<file path="src/rtl/mux_arbiter_pkg.sv">
// Shared definitions for the mux_arbiter slice: state encoding, clog2 helper, default width.
package arb_defs;

  typedef enum logic {
    IDLE  = 1'b0,
    GRANT = 1'b1
  } state_t;

  localparam int DEFAULT_WIDTH = 16;

  // Ceiling log2; returns 0 for 1 so single-entry widths collapse cleanly.
  function automatic int clog2(input int value);
    int r;
    int v;
    r = 0;
    v = value - 1;
    while (v > 0) begin
      r = r + 1;
      v = v >> 1;
    end
    return r;
  endfunction

endpackage

</file>
<file path="src/rtl/mux_arbiter_rr_pick.sv">
// Rotate-and-priority-encode: first set req bit at or above ptr, wrapping modulo N_REQ.
module rr_pick
  import arb_defs::*;
#(
  parameter  int N_REQ = 4,
  localparam int IW    = clog2(N_REQ)
) (
  input  logic [N_REQ-1:0] req,
  input  logic [IW-1:0]    ptr,
  output logic [N_REQ-1:0] pick,
  output logic [IW-1:0]    idx,
  output logic             any
);

  logic          found;
  logic [IW-1:0] cand;

  always_comb begin
    pick  = '0;
    idx   = '0;
    cand  = '0;
    found = 1'b0;
    any   = |req;
    for (int k = 0; k < N_REQ; k++) begin
      cand = IW'((int'(ptr) + k) % N_REQ);
      if (!found && req[cand]) begin
        found = 1'b1;
        idx   = cand;
      end
    end
    for (int k = 0; k < N_REQ; k++) begin
      pick[k] = any && (idx == IW'(k));
    end
  end

endmodule

</file>
<file path="src/rtl/mux_arbiter.sv">
// Round-robin burst arbiter driving an N_REQ:1 word mux tree with valid/ready on both sides.
// Define ARB_FIXED_PRIO_EN to replace round-robin with lowest-index-wins (no rr_ptr).
module mux_arbiter
  import arb_defs::*;
#(
  parameter  int N_REQ     = 4,
  parameter  int WIDTH     = DEFAULT_WIDTH,
  parameter  int MAX_BURST = 4,
  localparam int IW        = clog2(N_REQ),
  localparam int BW        = clog2(MAX_BURST + 1)
) (
  input  logic                   clk,
  input  logic                   rst_n,
  input  logic [N_REQ-1:0]       req_valid,
  input  logic [N_REQ*WIDTH-1:0] req_data,
  output logic [N_REQ-1:0]       req_ready,
  output logic                   out_valid,
  output logic [WIDTH-1:0]       out_data,
  input  logic                   out_ready,
  output logic [N_REQ-1:0]       grant,
  output logic [IW-1:0]          grant_idx
);

  localparam int P = 1 << IW;

  state_t           state_reg, state_next;
  logic [N_REQ-1:0] grant_reg, grant_next;
  logic [IW-1:0]    idx_reg, idx_next;
  logic [BW-1:0]    beat_cnt_reg, beat_cnt_next;
  logic [IW-1:0]    pick_ptr;
  logic [N_REQ-1:0] pick_onehot;
  logic [IW-1:0]    pick_idx;
  logic             pick_any;
  logic             beat;
  logic             last_beat;
  logic [IW-1:0]    next_ptr;
  logic [WIDTH-1:0] mux_out;

`ifdef ARB_FIXED_PRIO_EN
  assign pick_ptr = '0;
`else
  logic [IW-1:0] rr_ptr_reg, rr_ptr_next;
  assign pick_ptr = rr_ptr_reg;
`endif

  rr_pick #(.N_REQ(N_REQ)) u_pick (
    .req  (req_valid),
    .ptr  (pick_ptr),
    .pick (pick_onehot),
    .idx  (pick_idx),
    .any  (pick_any)
  );

  assign beat      = (state_reg == GRANT) && req_valid[idx_reg] && out_ready;
  assign last_beat = (beat_cnt_reg == BW'(MAX_BURST - 1));
  assign next_ptr  = (idx_reg == IW'(N_REQ - 1)) ? '0 : idx_reg + 1'b1;

  always_comb begin
    state_next    = state_reg;
    grant_next    = grant_reg;
    idx_next      = idx_reg;
    beat_cnt_next = beat_cnt_reg;
`ifndef ARB_FIXED_PRIO_EN
    rr_ptr_next   = rr_ptr_reg;
`endif
    case (state_reg)
      IDLE: begin
        if (pick_any) begin
          state_next    = GRANT;
          grant_next    = pick_onehot;
          idx_next      = pick_idx;
          beat_cnt_next = '0;
        end
      end
      GRANT: begin
        // Burst limit wins over continued hold; a dropped valid ends the grant early.
        if (!req_valid[idx_reg] || (beat && last_beat)) begin
          state_next    = IDLE;
          grant_next    = '0;
          idx_next      = '0;
          beat_cnt_next = '0;
`ifndef ARB_FIXED_PRIO_EN
          rr_ptr_next   = next_ptr;
`endif
        end else if (beat) begin
          beat_cnt_next = beat_cnt_reg + 1'b1;
        end
      end
      default: state_next = IDLE;
    endcase
  end

  always_ff @(posedge clk) begin
    if (!rst_n) begin
      state_reg    <= IDLE;
      grant_reg    <= '0;
      idx_reg      <= '0;
      beat_cnt_reg <= '0;
`ifndef ARB_FIXED_PRIO_EN
      rr_ptr_reg   <= '0;
`endif
    end else begin
      state_reg    <= state_next;
      grant_reg    <= grant_next;
      idx_reg      <= idx_next;
      beat_cnt_reg <= beat_cnt_next;
`ifndef ARB_FIXED_PRIO_EN
      rr_ptr_reg   <= rr_ptr_next;
`endif
    end
  end

  // Binary tree of 2:1 muxes; level gl consumes select bit gl of the grant index.
  logic [WIDTH-1:0] leaf [P];

  genvar gi, gl;
  generate
    for (gi = 0; gi < P; gi++) begin : g_leaf
      if (gi < N_REQ) begin : g_real
        assign leaf[gi] = req_data[gi*WIDTH +: WIDTH];
      end else begin : g_pad
        assign leaf[gi] = '0;
      end
    end
    for (gl = 0; gl < IW; gl++) begin : stg
      logic [WIDTH-1:0] n [P >> (gl + 1)];
      for (gi = 0; gi < (P >> (gl + 1)); gi++) begin : g_node
        if (gl == 0) begin : g_from_leaf
          assign n[gi] = idx_reg[gl] ? leaf[2*gi+1] : leaf[2*gi];
        end else begin : g_from_stage
          assign n[gi] = idx_reg[gl] ? stg[gl-1].n[2*gi+1] : stg[gl-1].n[2*gi];
        end
      end
    end
  endgenerate

  assign mux_out   = stg[IW-1].n[0];
  assign grant     = grant_reg;
  assign grant_idx = idx_reg;
  assign out_valid = (state_reg == GRANT) && req_valid[idx_reg];
  assign out_data  = (state_reg == GRANT) ? mux_out : '0;
  assign req_ready = grant_reg & {N_REQ{out_ready}};

endmodule

</file>
<file path="config.mk">
export PLATFORM = sky130hd
export DESIGN_NAME = mux_arbiter
export DESIGN_NICKNAME = d
export VERILOG_FILES = /design/src/rtl/mux_arbiter_pkg.sv /design/src/rtl/mux_arbiter_rr_pick.sv /design/src/rtl/mux_arbiter.sv
export SDC_FILE = /design/constraint.sdc
export NUM_CORES = 1
export LEC_CHECK = 0
export ABC_AREA = 1
export CORE_UTILIZATION = 38
export CTS_CLUSTER_DIAMETER = 60
export CTS_CLUSTER_SIZE = 30
export DETAILED_ROUTE_END_ITERATION = 12
export PLACE_DENSITY = 0.79
export SLEW_MARGIN = 20
export SYNTH_ARGS = -nofsm -noshare
export SYNTH_HDL_FRONTEND = slang
export SYNTH_HIERARCHICAL = 1
export SYNTH_SLANG_ARGS = --single-unit
</file>
<file path="constraint.sdc">
create_clock -name clk -period 1.7 [get_ports clk]
set_input_delay 0.34 -clock clk [delete_from_list [all_inputs] [get_ports clk]]
set_output_delay 0.34 -clock clk [all_outputs]
set_load 0.005 [all_outputs]
</file>
### After elaboration in Yosys (flattened, before gate mapping)

Index checks and enable logic that the tools add are counted.

| storage, ports and cells | value |
|---|---|
| output and inout port bits | 27 |
| register bits after elaboration | 12 |
| input bits | 71 |
| word-level logic and storage cells | 80 |

| operators by class | value |
|---|---|
| $lt $le $gt $ge | 5 |
| bitwise gates (word level) | 2 |
| muxes and demuxes | 35 |
| reduce and logical (&&, ||, !) cells | 20 |
| add/subtract/negate cells | 5 |
| equal/unequal tests | 8 |

Operators with widths:

| cell | count |
|---|---|
| 16-bit 2-to-1 mux | 4 |
| 2-bit by 3-bit < comparator with 1-bit output (second input constant) | 5 |
| 2-bit 2-to-1 mux | 7 |
| 1-bit binary-select mux with 2-bit select | 5 |
| 1-bit logical AND | 10 |
| 1-bit 2-to-1 mux | 10 |
| 3-bit 2-to-1 mux | 3 |
| 4-bit 2-to-1 mux | 2 |
| 4-bit case mux with 2 select lines | 1 |
| 2-bit equality test (second input constant) | 3 |
| 3-bit case mux with 2 select lines | 1 |
| 2-bit AND reduction | 3 |
| 2-bit by 1-bit adder with 2-bit output (second input constant) | 2 |
| 2-bit adder (second input constant) | 2 |
| 4-bit bitwise AND | 1 |
| 1-bit zero test | 4 |
| 2-bit case mux with 2 select lines | 1 |
| 4-bit OR reduction | 1 |
| 3-bit by 1-bit adder with 3-bit output (second input constant) | 1 |
| 3-bit by 2-bit equality test with 1-bit output (second input constant) | 1 |
| 3-bit by 1-bit != test with 1-bit output (second input constant) | 1 |
| 2-bit by 1-bit equality test with 1-bit output (second input constant) | 1 |
| 2-bit zero test | 1 |
| 2-bit by 1-bit != test with 1-bit output (second input constant) | 1 |
| other kinds (4) | 4 |

### Logic depth before layout (Yosys ltp)

| depth | value |
|---|---|
| depth after elaboration | 16 |
| mapped depth | 14 |
| mapped depth without buffers | 13 |

### Hierarchy

Netlist, hierarchy kept.

Modules (own cells, without submodules):

| module | times used | area each (um^2) | cells an instance | sequential area each (um^2) |
|---|---|---|---|---|
| mux_arbiter | 1 | 1231.2 | 215 | 240.2 |
| rr_pick | 1 | 347.8 | 73 | 0.0 |

### Least setup slack after synthesis

OpenSTA, ideal clock, no wires.

| timing path | value |
|---|---|
| kind | register to output |
| start point | register idx_reg[1] (netlist: grant_idx[1]) |
| end point | output port out_data[0] |
| path slack | 0.298 ns |
| required time | 1.360 ns |
| path buffers | 2 |
| cell stages (with the launch flop) | 7 |
| arrival | 1.062 ns |
| cell sequence | dfxtp_1 > buf_4 > inv_4 > buf_2 > nor2_1 > o21ai_0 > a21oi_1 |

| between the ends | value |
|---|---|
| word-level cells in the longest chain between the ends | 2 |

RTL lines:

| what | RTL line | text |
|---|---|---|
| start, declared | mux_arbiter.sv:28 | `logic [IW-1:0] idx_reg, idx_next;` |
| start signal, assigned | mux_arbiter.sv:105 | `idx_reg <= idx_next;` |
| 16-bit 2-to-1 mux | mux_arbiter.sv:131 | `assign n[gi] = idx_reg[gl] ? stg[gl-1].n[2*gi+1] : stg[gl-1].n[2*gi];` |
| 16-bit 2-to-1 mux | mux_arbiter.sv:141 | `assign out_data = (state_reg == GRANT) ? mux_out : '0;` |
| end, declared | mux_arbiter.sv:18 | `output logic [WIDTH-1:0] out_data,` |

Every way passes these cells.

### Final worst setup path

| timing path | value |
|---|---|
| start point | register idx_reg[0] (netlist: grant_idx[0]) |
| end point | output port out_data[7] |

| between the ends | value |
|---|---|
| word-level cells in the longest chain between the ends | 3 |
| elaborated cells between the ends (all ways) | 4 |
| classes of those cells | mux: 4 |

RTL lines:

| what | RTL line | text |
|---|---|---|
| 16-bit 2-to-1 mux | mux_arbiter.sv:129 | `assign n[gi] = idx_reg[gl] ? leaf[2*gi+1] : leaf[2*gi];` |
| 16-bit 2-to-1 mux (*) | mux_arbiter.sv:131 |  |
| 16-bit 2-to-1 mux (*) | mux_arbiter.sv:141 |  |

Mark *: on every way between the ends. The rest lies on a longest branch, timed or not.

==> results.md <==
- Layout Utilization: 0.722
- Crit-path max FO: 5
- CTS tree: done
- CP cell instances: buf_4 -> clkbuf_16 -> nor2_1 -> nor2_1 -> o21ai_1 -> a21oi_1 -> buf_2
- GRT Total Usage: 0.265
- Seq pwr share: 0.183
- Worst setup EP type: output pin
- Final worst slack: -0.0353 ns
- Fin area: 2890 µm²
- Worst skew pair latency: 0.24 ns
- Total power: approximately 2.0 mW
- Sw Share: 0.405
- WP data arrival: 1.40 ns
- Sequential cell area: between 200 and 250 µm²
- Final min period: between 1.5 and 2 ns
- Port Buffer Count: 97
- Clock Tree Buf Depth: 2
- Fin crit share: 1.02
- Worst rel slew slack: 0.603
- Top cell type's share of synthesized area: 0.190
- Failing checks: setup timing
- Remaining global-route overflow: 0
- Clock skew: about 0.0012 ns
- Layout cell share with drive strength beyond 1: 0.224
- Total Nets Final: between 400 and 500
- Core ar.: 4000 µm²
- Comb pwr share: 0.659
- Die area: between 4000 and 5000 µm²
- DRT iter0 DRCs: 110
- Area Overhead vs Synth: 82.8%
- Setup_tns: -0.0668 ns
- Vias in the first global route: ~2000
- #FFs+latches synth: 12
- Dpl cells: 440
- Avg Cell Area, Syn: 5.48 µm²
- DR vias/cell: about 4.9
- Number of distinct library cells after synthesis: 27
- Fill count: about 370
- Initial core utilization: 0.395
- # setup viols final: 3
- WL met1: ~2500 µm
- Worst Setup Path Type: flop to output pin
- RD Place Congestion: between 0.9 and 1
- Leakage: 1.37 nW
- Prevailing post-synth register cell: dfxtp_1
- Routed wl met2: 3130 µm
- # diodes: 0
- Post-synth design cell area: roughly 1600 µm²
- Clock power frac: 0.158
- Routed wl met3: 439 µm
- CTS Root Cell: clkbuf_8
- Synth Instances: about 290
- Slew of the pin with the lowest slew margin: just under 0.6 ns
- DRT Wirelength: between 6000 and 7000 µm
- H-tree Lvls: 1
- Antenna violations before repair: 0
- Initial DRT Pass Iterations: 4
- Num CTS Buffers: 3
- Largest net degree at the start of global routing: 19
- Peak supply drop: roughly 540 µV
- Residual DRC count: 0
- DRT antenna net count: 0
- Hold-fix buffers, CTS: 0
- Most used cell, CP: nor2_1
- P_int: roughly 1.2 mW
- Largest register FFs: 4
- Max-Cap Viols: 0
- DP Area: between 2000 and 3000 µm²
- Top layer in use: met4
- Rows: 23
- PD cells: 685 nW/µm²
- Post-DP HPWL: approximately 4300 µm
- Max-slew violations: 0
- Post-synth EDFFs: 0
- First-pass GRT wire length: 9090 µm
- Status: complete, but fails checks
- Sw Pwr: 0.801 mW
- WP data required: about 1.4 ns
- Kind of start point of the critical path: flop
- Area contributors post-synth: nor2_1 (19%), dfxtp_1 (15%), nand2_1 (14%), o21ai_0 (9.5%), a21oi_1 (7.9%)
- Footprint of the multi-input gates: between 1000 and 1500 µm²
- RSZ-0062 raised after global routing: true
- I/O pin total: between 90 and 100
- Final hold violation count: 0
- Routed vias: between 2000 and 2500
- Layout Cells excl Fill: around 460
- Clock Sinks: 12
- DIE WIDTH: approximately 66 µm
- HP Class: flop to flop
- Clock slew at reported path FFs: roughly 0.050 ns
- Die height: about 66 µm
- CP max stage cell: dfxtp_4
- Peak Freq: around 0.58 GHz
- Seq/Total Area, Yosys: 0.152
- Critical path's largest stage delay: 0.42 ns
- Yosys top cell by area: nor2_1
- Post-synth net total: about 360
- WL/cell: 13.4 µm
- Async S/R FF share, synth: 0
- Yosys Warn Count: 6
## final timing paths
path	from	endpoint	slack [ns]	depth (start not counted)
worst max-delay path	grant_idx[0]$_SDFFE_PN0P_	out_data[7]	-0.04	7
worst max register to register	pick_ptr[0]$_SDFFE_PN0P_	grant[1]$_SDFFE_PN0P_	0.09	12
worst min-delay path	grant[2]$_SDFFE_PN0P_	grant[2]$_SDFFE_PN0P_	0.50	2
worst min register to register	grant[2]$_SDFFE_PN0P_	grant[2]$_SDFFE_PN0P_	0.50	2
## kinds of logic after synthesis
logic type / Yosys count / synth area share
buffers and inverters: 39 / 0.128
DFF: 12 / 0.152
AOI/OAI and AO/OA: 61 / 0.196
adders and majority gates: 3 / 0.0238
and+or+nand+nor: 173 / 0.501
## cell usage after synthesis (3+ instances only)
library cell,count
nand3_2,3
ha_1,3
nand3_1,11
nor2_1,80
o21ai_0,30
dfxtp_1,12
nand4_1,4
nand3_4,3
a21oi_1,25
nand2_1,58
buf_2,5
nand2_2,9
buf_4,3
inv_1,20
o21ai_1,5
## power groups by stage
| stage | registers (mW) | clock network, mW | logic [mW] |
|---|---|---|---|
| after floorplan | 0.348 | 0 | 0.655 |
| after global placement | 0.350 | 0 | 1.12 |
| after detailed placement | 0.351 | 0 | 1.14 |
| after CTS | 0.356 | 0.321 | 1.18 |
| after global routing | 0.369 | 0.331 | 1.43 |
| final | 0.363 | 0.312 | 1.30 |
## worst max-delay path, delay by kind of cell (launching register included)
kind            cells  cell delay (ns)
compound gates      2             0.22
buf+inv             3             0.41
simple gates        2             0.11
flops               1             0.42
## per-layer routing
| layer | track usage | vias to the layer above |
|---|---|---|
| met5 | 0 | - |
| met4 | 0.0665 | 0 |
| met3 | 0.0479 | 8 |
| met2 | 0.497 | 87 |
| met1 | 0.304 | 998 |
| li1 | - | 1162 |
## repair_timing
action                     in CTS  in global routing
pin swaps                       0                 18
gates cloned                    3                  2
resized for setup              75                 45
setup buffers                   1                  6
setup endpoints to repair      26                 21
## final cells by class
cell class,count,share of cell area
Clock buffer,4,0.0191
Inverter,25,0.0416
Multi-Input combinational cell,237,0.409
Sequential cell,12,0.0863
Tap cell,50,0.0217
Timing Repair Buffer,127,0.419
Timing Repair inverter,1,0.00303
## placed cells by master, fill, tap and decap left out, types with 3 or more instances in the layout
| cell type | n |
|---|---|
| nand3_4 | 4 |
| ha_1 | 3 |
| clkbuf_8 | 4 |
| nand2_2 | 9 |
| nand4_1 | 4 |
| clkdlybuf4s50_1 | 74 |
| buf_2 | 14 |
| o21ai_1 | 24 |
| nand2_4 | 4 |
| inv_1 | 17 |
| dfxtp_1 | 9 |
| nor2_1 | 77 |
| nor2_2 | 4 |
| dlygate4sd2_1 | 5 |
| nand3_1 | 9 |
| buf_4 | 21 |
| o21ai_0 | 11 |
| inv_2 | 3 |
| a21oi_1 | 24 |
| clkbuf_2 | 3 |
| nand2_1 | 56 |
| nand3_2 | 4 |
## stage by stage
step / hold slack, ns / worst slack, ns
finish: 0.500 / -0.0353
global route: 0.537 / -0.120
CTS: 0.506 / -0.0808
detailed placement: 0.487 / -0.369
global placement: 0.488 / -0.377
floorplan: 0.452 / 0.298
Note: power is estimated with default switching activity, not from simulation.
